File: src/rtl/rc_arm_controller.sv
// -----------------------------------------------------------------------------
// rc_arm_controller
//
// Supervisory state machine between the PPM channel decoder and the
// attitude/mixer stage. It latches each decoded frame, tracks how long ago
// the last frame arrived, sequences the arm/disarm stick gestures and, when
// the radio link is lost while flying, runs a timed failsafe descent followed
// by a lockout that only clears once the pilot has the sticks in a safe
// position again. clk is the decoder's 1 MHz tick, so one cycle is 1 us.
//
// Ports
//   clk        in   system clock (1 MHz)
//   rst        in   asynchronous reset, active low
//   frame_stb  in   one-cycle pulse, ch_in holds a complete new frame
//   ch_in      in   6 x 12-bit decoded channels (0..999):
//                   0 roll, 1 pitch, 2 throttle, 3 yaw, 4 arm switch, 5 aux
//   ch_cmd     out  6 x 12-bit conditioned channel commands
//   armed      out  motors enabled (ARMED or DISARMING)
//   failsafe   out  failsafe descent active
//   state      out  current FSM state code
//   link_ok    out  a frame arrived within LINK_TIMEOUT cycles
// -----------------------------------------------------------------------------
module rc_arm_controller #(
  parameter int LINK_TIMEOUT = 50000,
  parameter int ARM_HOLD     = 1000000,
  parameter int FS_LAND      = 5000000,
  parameter int THR_LOW      = 50,
  parameter int STICK_HI     = 900,
  parameter int STICK_LO     = 100,
  parameter int SW_ON        = 500,
  parameter int FS_THR       = 300,
  parameter int CENTER       = 500
) (
  input  logic        clk,
  input  logic        rst,
  input  logic        frame_stb,
  input  logic [11:0] ch_in  [0:5],
  output logic [11:0] ch_cmd [0:5],
  output logic        armed,
  output logic        failsafe,
  output logic [2:0]  state,
  output logic        link_ok
);

  localparam logic [2:0] S_DISARMED  = 3'd0;
  localparam logic [2:0] S_ARMING    = 3'd1;
  localparam logic [2:0] S_ARMED     = 3'd2;
  localparam logic [2:0] S_DISARMING = 3'd3;
  localparam logic [2:0] S_FAILSAFE  = 3'd4;
  localparam logic [2:0] S_LOCKOUT   = 3'd5;

  localparam int HOLD_W = (ARM_HOLD > 1) ? $clog2(ARM_HOLD) : 1;
  localparam int LAND_W = (FS_LAND  > 1) ? $clog2(FS_LAND)  : 1;

  localparam logic [15:0]       AGE_MAX   = 16'(LINK_TIMEOUT);
  localparam logic [HOLD_W-1:0] HOLD_LAST = HOLD_W'(ARM_HOLD - 1);
  localparam logic [LAND_W-1:0] LAND_LAST = LAND_W'(FS_LAND - 1);

  localparam logic [11:0] THR_LOW_C  = 12'(THR_LOW);
  localparam logic [11:0] STICK_HI_C = 12'(STICK_HI);
  localparam logic [11:0] STICK_LO_C = 12'(STICK_LO);
  localparam logic [11:0] SW_ON_C    = 12'(SW_ON);
  localparam logic [11:0] FS_THR_C   = 12'(FS_THR);
  localparam logic [11:0] CENTER_C   = 12'(CENTER);

  logic [11:0]       snap_q   [0:5];
  logic [11:0]       ch_cmd_q [0:5];
  logic [11:0]       ch_cmd_d [0:5];
  logic [15:0]       age_q, age_d;
  logic              link_ok_q, link_ok_d;
  logic [2:0]        state_q, state_d;
  logic [HOLD_W-1:0] hold_q, hold_d;
  logic [LAND_W-1:0] land_q, land_d;
  logic              armed_q, armed_d;
  logic              failsafe_q, failsafe_d;

  // ---------------------------------------------------------------------------
  // Frame snapshot. Six flops, not a RAM: every element has a defined reset
  // value so downstream never sees stale sticks after a reset.
  // ---------------------------------------------------------------------------
  always_ff @(posedge clk or negedge rst) begin
    if (!rst) begin
      for (int i = 0; i < 6; i++) snap_q[i] <= '0;
    end else if (frame_stb) begin
      // NOTE: registers are always written with <= so every flop samples the
      // pre-edge value of every other flop, independent of statement order.
      for (int i = 0; i < 6; i++) snap_q[i] <= ch_in[i];
    end
  end

  // ---------------------------------------------------------------------------
  // Frame-age counter. Reset starts it saturated so the link reads as lost
  // until the first frame arrives. link_ok is derived from the next age so a
  // strobe landing on the cycle the limit would be reached keeps it high.
  // ---------------------------------------------------------------------------
  always_comb begin
    if (frame_stb)              age_d = '0;
    else if (age_q >= AGE_MAX)  age_d = AGE_MAX;
    else                        age_d = age_q + 16'd1;
    link_ok_d = (age_d < AGE_MAX);
  end

  always_ff @(posedge clk or negedge rst) begin
    if (!rst) begin
      age_q     <= AGE_MAX;
      link_ok_q <= 1'b0;
    end else begin
      age_q     <= age_d;
      link_ok_q <= link_ok_d;
    end
  end

  // ---------------------------------------------------------------------------
  // Gesture predicates, evaluated on the snapshot only.
  // ---------------------------------------------------------------------------
  logic thr_low, arm_g, dis_g, sw_off;

  assign thr_low = (snap_q[2] < THR_LOW_C);
  assign arm_g   = thr_low && (snap_q[3] > STICK_HI_C) && (snap_q[4] > SW_ON_C);
  assign dis_g   = thr_low && (snap_q[3] < STICK_LO_C);
  assign sw_off  = (snap_q[4] <= SW_ON_C);

  // ---------------------------------------------------------------------------
  // Supervisory FSM. Timers only advance while the state that owns them is
  // active and the state leaves at terminal count, so they never wrap.
  // ---------------------------------------------------------------------------
  always_comb begin
    // NOTE: every signal assigned here gets a default first, so no path
    // through the case can leave it unassigned and infer a latch.
    state_d = state_q;
    hold_d  = hold_q;
    land_d  = land_q;

    case (state_q)
      S_DISARMED: begin
        if (link_ok_q && arm_g) begin
          state_d = S_ARMING;
          hold_d  = '0;
        end
      end

      S_ARMING: begin
        if (!link_ok_q || !arm_g)    state_d = S_DISARMED;
        else if (hold_q == HOLD_LAST) state_d = S_ARMED;
        else                          hold_d  = hold_q + HOLD_W'(1);
      end

      // ARMED and DISARMING share the same priority: link loss beats the
      // kill switch, which beats the disarm gesture.
      S_ARMED, S_DISARMING: begin
        if (!link_ok_q) begin
          state_d = S_FAILSAFE;
          land_d  = '0;
        end else if (sw_off) begin
          state_d = S_DISARMED;
        end else if (state_q == S_ARMED) begin
          if (dis_g) begin
            state_d = S_DISARMING;
            hold_d  = '0;
          end
        end else if (!dis_g) begin
          state_d = S_ARMED;
        end else if (hold_q == HOLD_LAST) begin
          state_d = S_DISARMED;
        end else begin
          hold_d = hold_q + HOLD_W'(1);
        end
      end

      // The descent always runs to completion, even if the link recovers.
      S_FAILSAFE: begin
        if (land_q == LAND_LAST) state_d = S_LOCKOUT;
        else                     land_d  = land_q + LAND_W'(1);
      end

      S_LOCKOUT: begin
        if (link_ok_q && sw_off && thr_low) state_d = S_DISARMED;
      end

      // Unused codes fall back to the safe state.
      default: state_d = S_DISARMED;
    endcase
  end

  always_ff @(posedge clk or negedge rst) begin
    if (!rst) begin
      state_q <= S_DISARMED;
      hold_q  <= '0;
      land_q  <= '0;
    end else begin
      state_q <= state_d;
      hold_q  <= hold_d;
      land_q  <= land_d;
    end
  end

  // ---------------------------------------------------------------------------
  // Output conditioning, registered from the current state. Throttle is
  // forced to zero whenever the motors are not allowed to spin.
  // ---------------------------------------------------------------------------
  always_comb begin
    armed_d    = (state_q == S_ARMED) || (state_q == S_DISARMING);
    failsafe_d = (state_q == S_FAILSAFE);
    for (int i = 0; i < 6; i++) ch_cmd_d[i] = snap_q[i];

    case (state_q)
      S_ARMED, S_DISARMING: ;
      S_FAILSAFE: begin
        ch_cmd_d[0] = CENTER_C;
        ch_cmd_d[1] = CENTER_C;
        ch_cmd_d[2] = FS_THR_C;
        ch_cmd_d[3] = CENTER_C;
      end
      default: ch_cmd_d[2] = '0;
    endcase
  end

  always_ff @(posedge clk or negedge rst) begin
    if (!rst) begin
      armed_q    <= 1'b0;
      failsafe_q <= 1'b0;
      for (int i = 0; i < 6; i++) ch_cmd_q[i] <= '0;
    end else begin
      armed_q    <= armed_d;
      failsafe_q <= failsafe_d;
      for (int i = 0; i < 6; i++) ch_cmd_q[i] <= ch_cmd_d[i];
    end
  end

  assign ch_cmd   = ch_cmd_q;
  assign armed    = armed_q;
  assign failsafe = failsafe_q;
  assign state    = state_q;
  assign link_ok  = link_ok_q;

endmodule

File: config.mk
export PLATFORM = sky130hd
export DESIGN_NAME = rc_arm_controller
export DESIGN_NICKNAME = d
export VERILOG_FILES = /design/src/rtl/rc_arm_controller.sv
export SDC_FILE = /design/constraint.sdc
export NUM_CORES = 1
export LEC_CHECK = 0
export CAP_MARGIN = 30
export CORE_MARGIN = 2
export CORE_UTILIZATION = 45
export CTS_BUF_LIST = sky130_fd_sc_hd__clkbuf_4 sky130_fd_sc_hd__clkbuf_8 sky130_fd_sc_hd__clkbuf_16
export DETAILED_ROUTE_END_ITERATION = 8
export GPL_ROUTABILITY_DRIVEN = 1
export PLACE_DENSITY = 0.78
export SYNTH_ARGS = -nofsm -noshare
export SYNTH_HDL_FRONTEND = slang
export SYNTH_SLANG_ARGS = --single-unit
File: constraint.sdc
create_clock -name clk -period 3.7 [get_ports clk]
set_clock_uncertainty 0.2 [all_clocks]
set_input_delay 0.74 -clock clk [delete_from_list [all_inputs] [get_ports clk]]
set_output_delay 0.74 -clock clk [all_outputs]
set_load 0.02 [all_outputs]
==> flow_summary.ini, run 1 <==
[timing]
maxSlewViolCount = 0
tns_ps = 0
max_slew.worst_pin.slew_ps = 847
setup_violations = 0
rsz0062_at_grt = false
hold-worst-slack_ps = 51.6
hold_violations = 0
max_freq_mhz = 339
relSlewSlack_pct = 43.5
min_period_ps = 2950
fin_crit_sh_pct = 79.7

[floorplan]
fp.dieW_um = 142
row_count = 50
die_h_um = 142
start_util_pct = 45.9
die_area_sq_um = 20200
core_area_sq_um = 18700
design.portCount = 153

[critical_path]
ff2ff_path_depth = 6
cp_max_fo = 24
rrSetupSlack_ps = 750
critPathArrivalTime_ps = 3140
crit_buf_inv = 0
cp_cell_sequence = and3_1 -> o2111ai_1 -> a211oi_1 -> o21ai_2 -> or2_1 -> o41ai_1
worstReg2RegStart = ch_cmd_d[17]
cp_data_required_time_ps = 3890
crit_path_start_kind = flop
worst_path_max_delay_cell = or2_1
timing.rr.end = hold_q[12]
crit_family = compound AO/OA/AOI/OAI gates
max_stage_delay_ps = 590
path_class = flop to flop
cp-end-kind = flop

[power_and_ir_drop]
leakage_nw = 4.79
powerDensity_nw_per_um2 = 478
ir_drop_v = 0.000496
power_w = 0.00534

[global_routing]
antenna_found_initial = 0
first_global_vias = 6105
grt_usage_pct = 19.1
grt-ovfl-total = 0
grt_max_degree = 76
grt_pass1_wl_um = 31300

[clock_tree]
cts_num_sinks = 209
cts_tree = yes
htree_levels = 1
ctsHoldBuffers = 0
cts_resized = 0
clock_path_buffers = 3
cts-buffers-inserted = 23
path_clk_slew_ps = 60
cts_setup_buffers = 0
cts-root-buf = clkbuf_16
clk_latency_ps = 530

[status]
outcome = complete, no violations

[layout]
antennaDiodeCount = 0
regArea_sq_um = 5240
syn_to_final_growth_pct = 29.9
nets = 930
multi_input_area_sq_um = 3170
final_util_pct = 59.7
fillers = 1441
drive_gt1_share_pct = 19.0
fin_area_sq_um = 11200

[placed_design]
gp_congestion = 0.895
place_area_sq_um = 10400
dp_hpwl_um = 12900
io_buffers = 152

[synth]
syn_area_sq_um = 8590
syn_inst = 693
async_reset_ff_share_pct = 100
synth_edf_count = 0
seq_area_frac_synth_pct = 61.0
ys_ff_latch = 209
synth.net_count = 772
ys.flop_type = dfrtp_1
yosys.cell_types.count = 63
ys_warn_count = 0
synth.avg_cell_area_sq_um = 12.4

[detailed_routing]
wire_per_inst_um = 17.1
drt_iter0_markers = 281
vias = 5942
dr.pass1.iters = 4
ant_nets = 0
viasPerCell = 5.39
drc_errors = 0
routed_wl_um = 18800

[worst_hold_path]
min_path_type = input port to asynchronous set/reset pin

[run]
max-cap-violations = 0
cell type report:
class / count / share of cell area, %
Clock buffer: 30 / 5.74
Tap cell: 234 / 2.62
Timing Repair Buffer: 162 / 14.7
Clock inverter: 12 / 1.19
Sequential cell: 209 / 46.9
Multi-Input combinational cell: 441 / 28.4
Inverter: 14 / 0.471
power breakdown:
| part | total (W) | internal [W] | switching (W) |
|---|---|---|---|
| combinational | 0.000534 | 0.000290 | 0.000244 |
| sequential | 0.00251 | 0.00243 | 0.0000751 |
| clock | 0.00230 | 0.00137 | 0.000924 |
synthesized netlist by cell type, types with 3 or more instances:
master / count / area, sq um
and4_1: 6 / 52.6
a2111oi_0: 3 / 26.3
buf_1: 4 / 15.0
o21ai_0: 23 / 115
nor3_1: 9 / 45.0
nand3_1: 28 / 140
or3_1: 3 / 18.8
nand4_1: 14 / 87.6
nor2_1: 47 / 176
dfstp_2: 6 / 158
nand2b_1: 7 / 43.8
o31ai_2: 7 / 87.6
inv_1: 14 / 52.6
o31ai_1: 6 / 45.0
clkbuf_1: 19 / 71.3
o21ai_1: 4 / 20.0
nor2b_1: 20 / 125
mux2_2: 72 / 811
or2_2: 19 / 119
or2_1: 4 / 25.0
and3_1: 12 / 75.1
xnor2_1: 18 / 158
and2_1: 13 / 81.3
buf_2: 3 / 15.0
a31oi_1: 8 / 50.1
nor4_1: 6 / 37.5
a21oi_1: 15 / 75.1
dfrtp_1: 203 / 5080
a21o_1: 7 / 52.6
o41ai_1: 3 / 26.3
a211oi_1: 4 / 30.0
o2111ai_1: 5 / 43.8
xor2_1: 14 / 123
ha_1: 4 / 50.1
nand2_1: 24 / 90.1
worst max path at each step:
stage	startpoint	slack (ps)	end	depth (start not counted)
2_1_floorplan	frame_stb	1390	snap_q[56]	4
3_3_place_gp	snap_q[30]	860	hold_q[16]	6
3_5_place_dp	snap_q[39]	740	hold_q[16]	6
4_1_cts	snap_q[39]	700	hold_q[16]	6
5_1_grt	ch_cmd_d[19]	530	hold_q[12]	6
6_report	ch_cmd_d[17]	750	hold_q[12]	6
kinds of logic after synthesis:
family	synth area share, %
xor gates and xnor gates	3.26
buffers and inverters	2.14
muxes	9.56
and+or+nand+nor	13.8
AOI/OAI and AO/OA	9.67
DFF	61.0
adders and majority gates	0.583
cell usage in the layout, fill, tap and decap left out, types with 15 or more instances in the layout:
cell type	instances
a21oi_1	15
clkbuf_16	23
clkdlybuf4s50_1	150
dfrtp_1	203
mux2_2	72
nand2_1	24
nand3_1	28
nor2_1	47
nor2b_1	20
o21ai_0	23
or2_2	19
xnor2_1	18
metrics by stage:
stage,std cells,worst slack (ps)
after global routing,1102,532
after floorplan,693,1390
after global placement,1060,859
after CTS,1102,695
after detailed placement,1060,736
final,1102,751
state kept, by name (all words and copies together) (netlist names):
signal / cells
ch_cmd: 72
snap_q: 48
ch_cmd_d: 24
land_q: 23
hold_q: 20
age_q: 16
state: 3
armed: 1
failsafe: 1
link_ok: 1
metal layers:
| metal | GRT usage (%) | routed length (um) |
|---|---|---|
| met1 | 25.1 | 7730 |
| met2 | 30.4 | 9000 |
| met3 | 6.09 | 1530 |
| met4 | 6.00 | 578 |
| met5 | 0 | 0 |
Power figures use the tool's default switching activity.
==> run 2: changes to the inputs <==
==> constraint.sdc (replaced) <==
create_clock -name clk -period 2.8 [get_ports clk]
set_clock_uncertainty 0.2 [all_clocks]
set_input_delay 0.56 -clock clk [delete_from_list [all_inputs] [get_ports clk]]
set_output_delay 0.56 -clock clk [all_outputs]
set_load 0.02 [all_outputs]
==> run 2 against run 1 <==
  * Clock power grew 31%
  * Sequential share of layout area down 0.27 points
  * Via count decreased by 0.44%
  * Largest cell class unchanged
  * Highest routed layer unchanged
==> flow_summary.ini, run 2 (synthesized netlist as in run 1, its figures left out) <==
[worst_hold_path]
worstHoldStart = frame_stb
min_path_type = input port to flop

[power_and_ir_drop]
p_clk_share_pct = 42.8
powerDensity_nw_per_um2 = 626
power_frac_comb_pct = 10.1
p_int_w = 0.00542
leakage_nw = 4.83
power_w = 0.00703
p_sw_w = 0.00161
pwr-share-seq_pct = 47.1
swShare_pct = 23.0
ir_drop_v = 0.000558

[timing]
setup_violations = 0
hold_violations = 0
max_slew.worst_pin.slew_ps = 808
rsz0062_at_grt = false
min_period_ps = 2630
maxSlewViolCount = 0
max_freq_mhz = 380
fin_crit_sh_pct = 94.0
relSlewSlack_pct = 46.1
tns_ps = 0

[layout]
nets = 936
syn_to_final_growth_pct = 30.7
multi_input_area_sq_um = 3170
regArea_sq_um = 5240
drive_gt1_share_pct = 19.5
final_cell_mix = 203 x dfrtp_1, 150 x clkdlybuf4s50_1, 72 x mux2_2
largest_register_ffs = 72
final_util_pct = 60.0
antennaDiodeCount = 0
fillers = 1422
final_common_cell = dfrtp_1

[floorplan]
die_area_sq_um = 20200
fp.dieW_um = 142
start_util_pct = 45.9
design.portCount = 153
die_h_um = 142
row_count = 50
core_area_sq_um = 18700

[detailed_routing]
dr.pass1.iters = 4
viasPerCell = 5.34
drt_iter0_markers = 384
drc_errors = 0
vias = 5916
wire_per_inst_um = 16.8
routed_wl_um = 18600
ant_nets = 0

[critical_path]
cp_max_fo = 17
cp_data_required_time_ps = 2990
worstReg2RegStart = snap_q[37]
critPathArrivalTime_ps = 2820
cp-end-kind = flop
crit_path_start_kind = flop
path_class = flop to flop
startpoint = snap_q[37]

[clock_tree]
cts_num_sinks = 209
clk_latency_ps = 510
path_clk_slew_ps = 60
htree_levels = 1
cts_setup_buffers = 0
cts-buffers-inserted = 23
cts-root-buf = clkbuf_16
clock_path_buffers = 3
cts_tree = yes

[placed_design]
dp_hpwl_um = 12700
gp_congestion = 0.893
io_buffers = 152

[global_routing]
first_global_vias = 6112
grt_usage_pct = 18.8
grt_pass1_wl_um = 30800
grt_max_degree = 69
antenna_found_initial = 0
grt-ovfl-total = 0

[run]
max-cap-violations = 0

[status]
outcome = complete, no violations
## run 2: cell types whose count changed in the layout (fill, tap and decap cells not counted), moves of 2 or more
cell        previous run  this run
buf_4                  8        12
clkbuf_8               3         6
clkinv_2               6         3
clkinvlp_4             3         1
## run 2: power groups by stage
stage / logic (W) / registers (W) / clock network, W
2_1_floorplan: 0.000200 / 0.00346 / 0
3_3_place_gp: 0.000706 / 0.00336 / 0
3_5_place_dp: 0.000717 / 0.00337 / 0
4_1_cts: 0.000723 / 0.00332 / 0.00308
5_1_grt: 0.000766 / 0.00334 / 0.00321
6_report: 0.000711 / 0.00331 / 0.00301
## run 2: critical path: stages, from the launching register on
cell	delay, ps
dfrtp_1	400
o311ai_2	300
and4_1	360
and3_1	220
o21ai_2	70
or2_1	510
o41ai_1	450
## run 2: final timing paths
path                              endpoint  slack [ps]  cells after the start
worst max-delay path            hold_q[12]         170                      6
worst min-delay path              age_q[4]         170                      2
worst max register to register  hold_q[12]         170                      6
worst min register to register   ch_cmd[6]         170                      0
max in group asynchronous         age_q[4]        1230                      3
min in group asynchronous       hold_q[19]         440                      2
## run 2: per-stage QoR
step | cell area (sq um) | std cells | worst slack, ps | hold WS [ps]
floorplan | 8590 | 693 | 596 | 64.4
global placement | 10400 | 1065 | 274 | 152
detailed placement | 10400 | 1065 | 104 | 158
CTS | 11200 | 1107 | 104 | 157
global route | 11200 | 1107 | 51.7 | 166
finish | 11200 | 1107 | 167 | 166
## run 2: final cells by class
| cell class | count | share of cell area [%] |
|---|---|---|
| sequential | 209 | 46.7 |
| multi-input combinational | 441 | 28.3 |
| timing repair buffer | 168 | 15.1 |
| clock buffer | 34 | 6.14 |
| tap | 234 | 2.61 |
| clock inverter | 7 | 0.747 |
| inverter | 14 | 0.468 |
## run 2: timing repair
action                                  CTS  global route
hold buffers                              1             0
endpoints found under the setup margin    0             2
hold endpoints to repair                 65             0
resized for setup                         0             1
## run 2: layer usage
| layer | vias to the layer above | part of all wire (%) | GRT usage (%) |
|---|---|---|---|
| met4 | 0 | 2.5 | 5.63 |
| met5 | - | 0 | 0 |
| met2 | 146 | 48 | 30.6 |
| li1 | 2791 | - | - |
| met1 | 2941 | 42 | 23.8 |
| met3 | 38 | 7.7 | 6.46 |
==> run 3: changes to the inputs <==
--- a/config.mk
+++ b/config.mk
@@ -11,7 +11,7 @@
 export CTS_BUF_LIST = sky130_fd_sc_hd__clkbuf_4 sky130_fd_sc_hd__clkbuf_8 sky130_fd_sc_hd__clkbuf_16
 export DETAILED_ROUTE_END_ITERATION = 8
 export GPL_ROUTABILITY_DRIVEN = 1
-export PLACE_DENSITY = 0.78
+export PLACE_DENSITY = 0.81
 export SYNTH_ARGS = -nofsm -noshare
 export SYNTH_HDL_FRONTEND = slang
 export SYNTH_SLANG_ARGS = --single-unit
==> constraint.sdc (replaced) <==
create_clock -name clk -period 2.1 [get_ports clk]
set_clock_uncertainty 0.2 [all_clocks]
set_input_delay 0.42 -clock clk [delete_from_list [all_inputs] [get_ports clk]]
set_output_delay 0.42 -clock clk [all_outputs]
set_load 0.02 [all_outputs]
==> run 3 against run 2 <==
  * The run now ends with setup timing left
  * Final cell count grew 7.5%
  * Die area is the same
  * Maximum frequency increased by 17%
  * Register-to-register slack lost 320 ps
  * Via count rose by 9.7%
  * Worst setup slack got worse by 320 ps
  * Cell area grew 11%
  * Worst hold slack got worse by 0.60 ps
  * Routed wire length rose by 17%
  * Critical path type unchanged
  * Critical endpoint is now land_q[21]
  * Largest cell class unchanged
==> flow_summary.ini, run 3 (synthesized netlist as in run 1, its figures left out) <==
[status]
outcome = complete, but fails checks
violations = setup timing

[worst_hold_path]
worstHoldStart = ch_cmd_d[0]
hold_end = ch_cmd[0]
min_path_cells = 0
min_path_type = flop to flop

[detailed_routing]
viasPerCell = 5.45
dr.pass1.iters = 5
vias = 6490
drt_iter0_markers = 381
wire_per_inst_um = 18.3
routed_wl_um = 21800
drc_errors = 0
ant_nets = 0

[power_and_ir_drop]
p_sw_w = 0.00222
leakage_nw = 5.60
powerDensity_nw_per_um2 = 753
p_int_w = 0.00717
power_w = 0.00939
p_clk_share_pct = 41.8
pwr-share-seq_pct = 47.0
ir_drop_v = 0.000849
swShare_pct = 23.7
power_frac_comb_pct = 11.1

[layout]
largest_register_ffs = 72
final_common_cell = dfrtp_1
syn_to_final_growth_pct = 45.1
antennaDiodeCount = 0
final_util_pct = 66.6
nets = 1019
fillers = 1275
final_cell_mix = 202 x dfrtp_1, 126 x clkdlybuf4s50_1, 84 x buf_4
drive_gt1_share_pct = 32.4

[critical_path]
critPathArrivalTime_ps = 2480
cp_cell_sequence = nor4_2 -> nand4_1 -> o41a_1 -> buf_4 -> and3_4 -> xnor2_2 -> nor2_1
crit_buf_inv = 1
crit_path_start_kind = flop
cp_max_fo = 7
crit_family = simple AND/OR/NAND/NOR gates
path_class = flop to flop
cp_data_required_time_ps = 2330
rrSetupSlack_ps = -160
worst_path_max_delay_cell = o41a_1
worstReg2RegStart = land_q[15]
cp-end-kind = flop
ff2ff_path_depth = 7
max_stage_delay_ps = 490
timing.rr.end = land_q[21]

[floorplan]
row_count = 50
core_area_sq_um = 18700
design.portCount = 153
fp.dieW_um = 142
start_util_pct = 45.9
die_area_sq_um = 20200
die_h_um = 142

[global_routing]
first_global_vias = 6715
grt_pass1_wl_um = 34500
grt-ovfl-total = 0
grt_usage_pct = 21.3
antenna_found_initial = 0
grt_max_degree = 56

[placed_design]
io_buffers = 152
dpl_worst_slack_ps = -243
gp_congestion = 0.874
dp_hpwl_um = 14400

[clock_tree]
cts_tree = yes
path_clk_slew_ps = 60
clock_path_buffers = 3
htree_levels = 1
cts_num_sinks = 209
cts-root-buf = clkbuf_16
cts-buffers-inserted = 23
clk_latency_ps = 500

[timing]
rsz0062_at_grt = true
fin_crit_sh_pct = 107
setup_violations = 32
setup_ws_ps = -156
min_period_ps = 2260
tns_ps = -2400
hold-worst-slack_ps = 166
max_slew.worst_pin.slew_ps = 509
maxSlewViolCount = 0
hold_violations = 0
max_freq_mhz = 443
relSlewSlack_pct = 65.2

[run]
max-cap-violations = 0
run 3: changes by cell type in the layout (fill, tap and decap cells not counted), sizes merged:
cell           previous run  this run
clkinvlp                  1         3
clkdlybuf4s50           150       126
buf                      16        99
dlygate4sd2               0         8
dlymetal6s2s              0        15
inv                      16        15
clkinv                    3         7
clkbuf                   35        31
run 3: metrics by stage:
step                area (sq um)  std cells
floorplan                   8640        693
global placement           11100       1141
detailed placement         11100       1141
CTS                        12200       1189
global route               12500       1190
finish                     12500       1190
run 3: repair_timing:
item,CTS,global route
gates cloned,2,0
endpoints found under the hold margin,44,0
hold buffers,1,0
pin swaps,30,22
resized for setup,64,65
setup endpoints to repair,48,61
setup buffers,4,1
run 3: area by class of cell:
cell class              instances  area (sq um)  area share (%)
clock buffers                  29           646            5.18
well taps                     234           293            2.35
multi-input cells             441          3660            29.4
inverters                      14          52.6           0.422
repair buffers                251          2470            19.8
flip-flops and latches        209          5240            42.0
clock inverters                12           100           0.803
run 3: power by group through the flow:
stage	clock (W)	sequential, W	combinational, W
4_1_cts	0.00400	0.00441	0.00106
5_1_grt	0.00417	0.00444	0.00112
6_report	0.00393	0.00441	0.00105
3_3_place_gp	0	0.00446	0.00103
3_5_place_dp	0	0.00448	0.00105
2_1_floorplan	0	0.00461	0.000270
run 3: how the worst max path moves through the flow:
| stage | slack (ps) | start | endpoint | cells past startpoint |
|---|---|---|---|---|
| floorplan | -80 | snap_q[38] | hold_q[14] | 9 |
| global placement | -150 | land_q[15] | land_q[4] | 7 |
| detailed placement | -240 | ch_cmd_d[17] | hold_q[4] | 7 |
| CTS | -200 | land_q[21] | land_q[8] | 7 |
| global route | -240 | land_q[15] | land_q[21] | 7 |
| finish | -160 | land_q[15] | land_q[21] | 7 |
run 3: layer usage:
metal | part of all wire [%] | GRT usage, %
met5 | 0 | 0
met3 | 6.7 | 5.96
met4 | 1.9 | 5.42
met1 | 39 | 26.5
met2 | 52 | 36.7
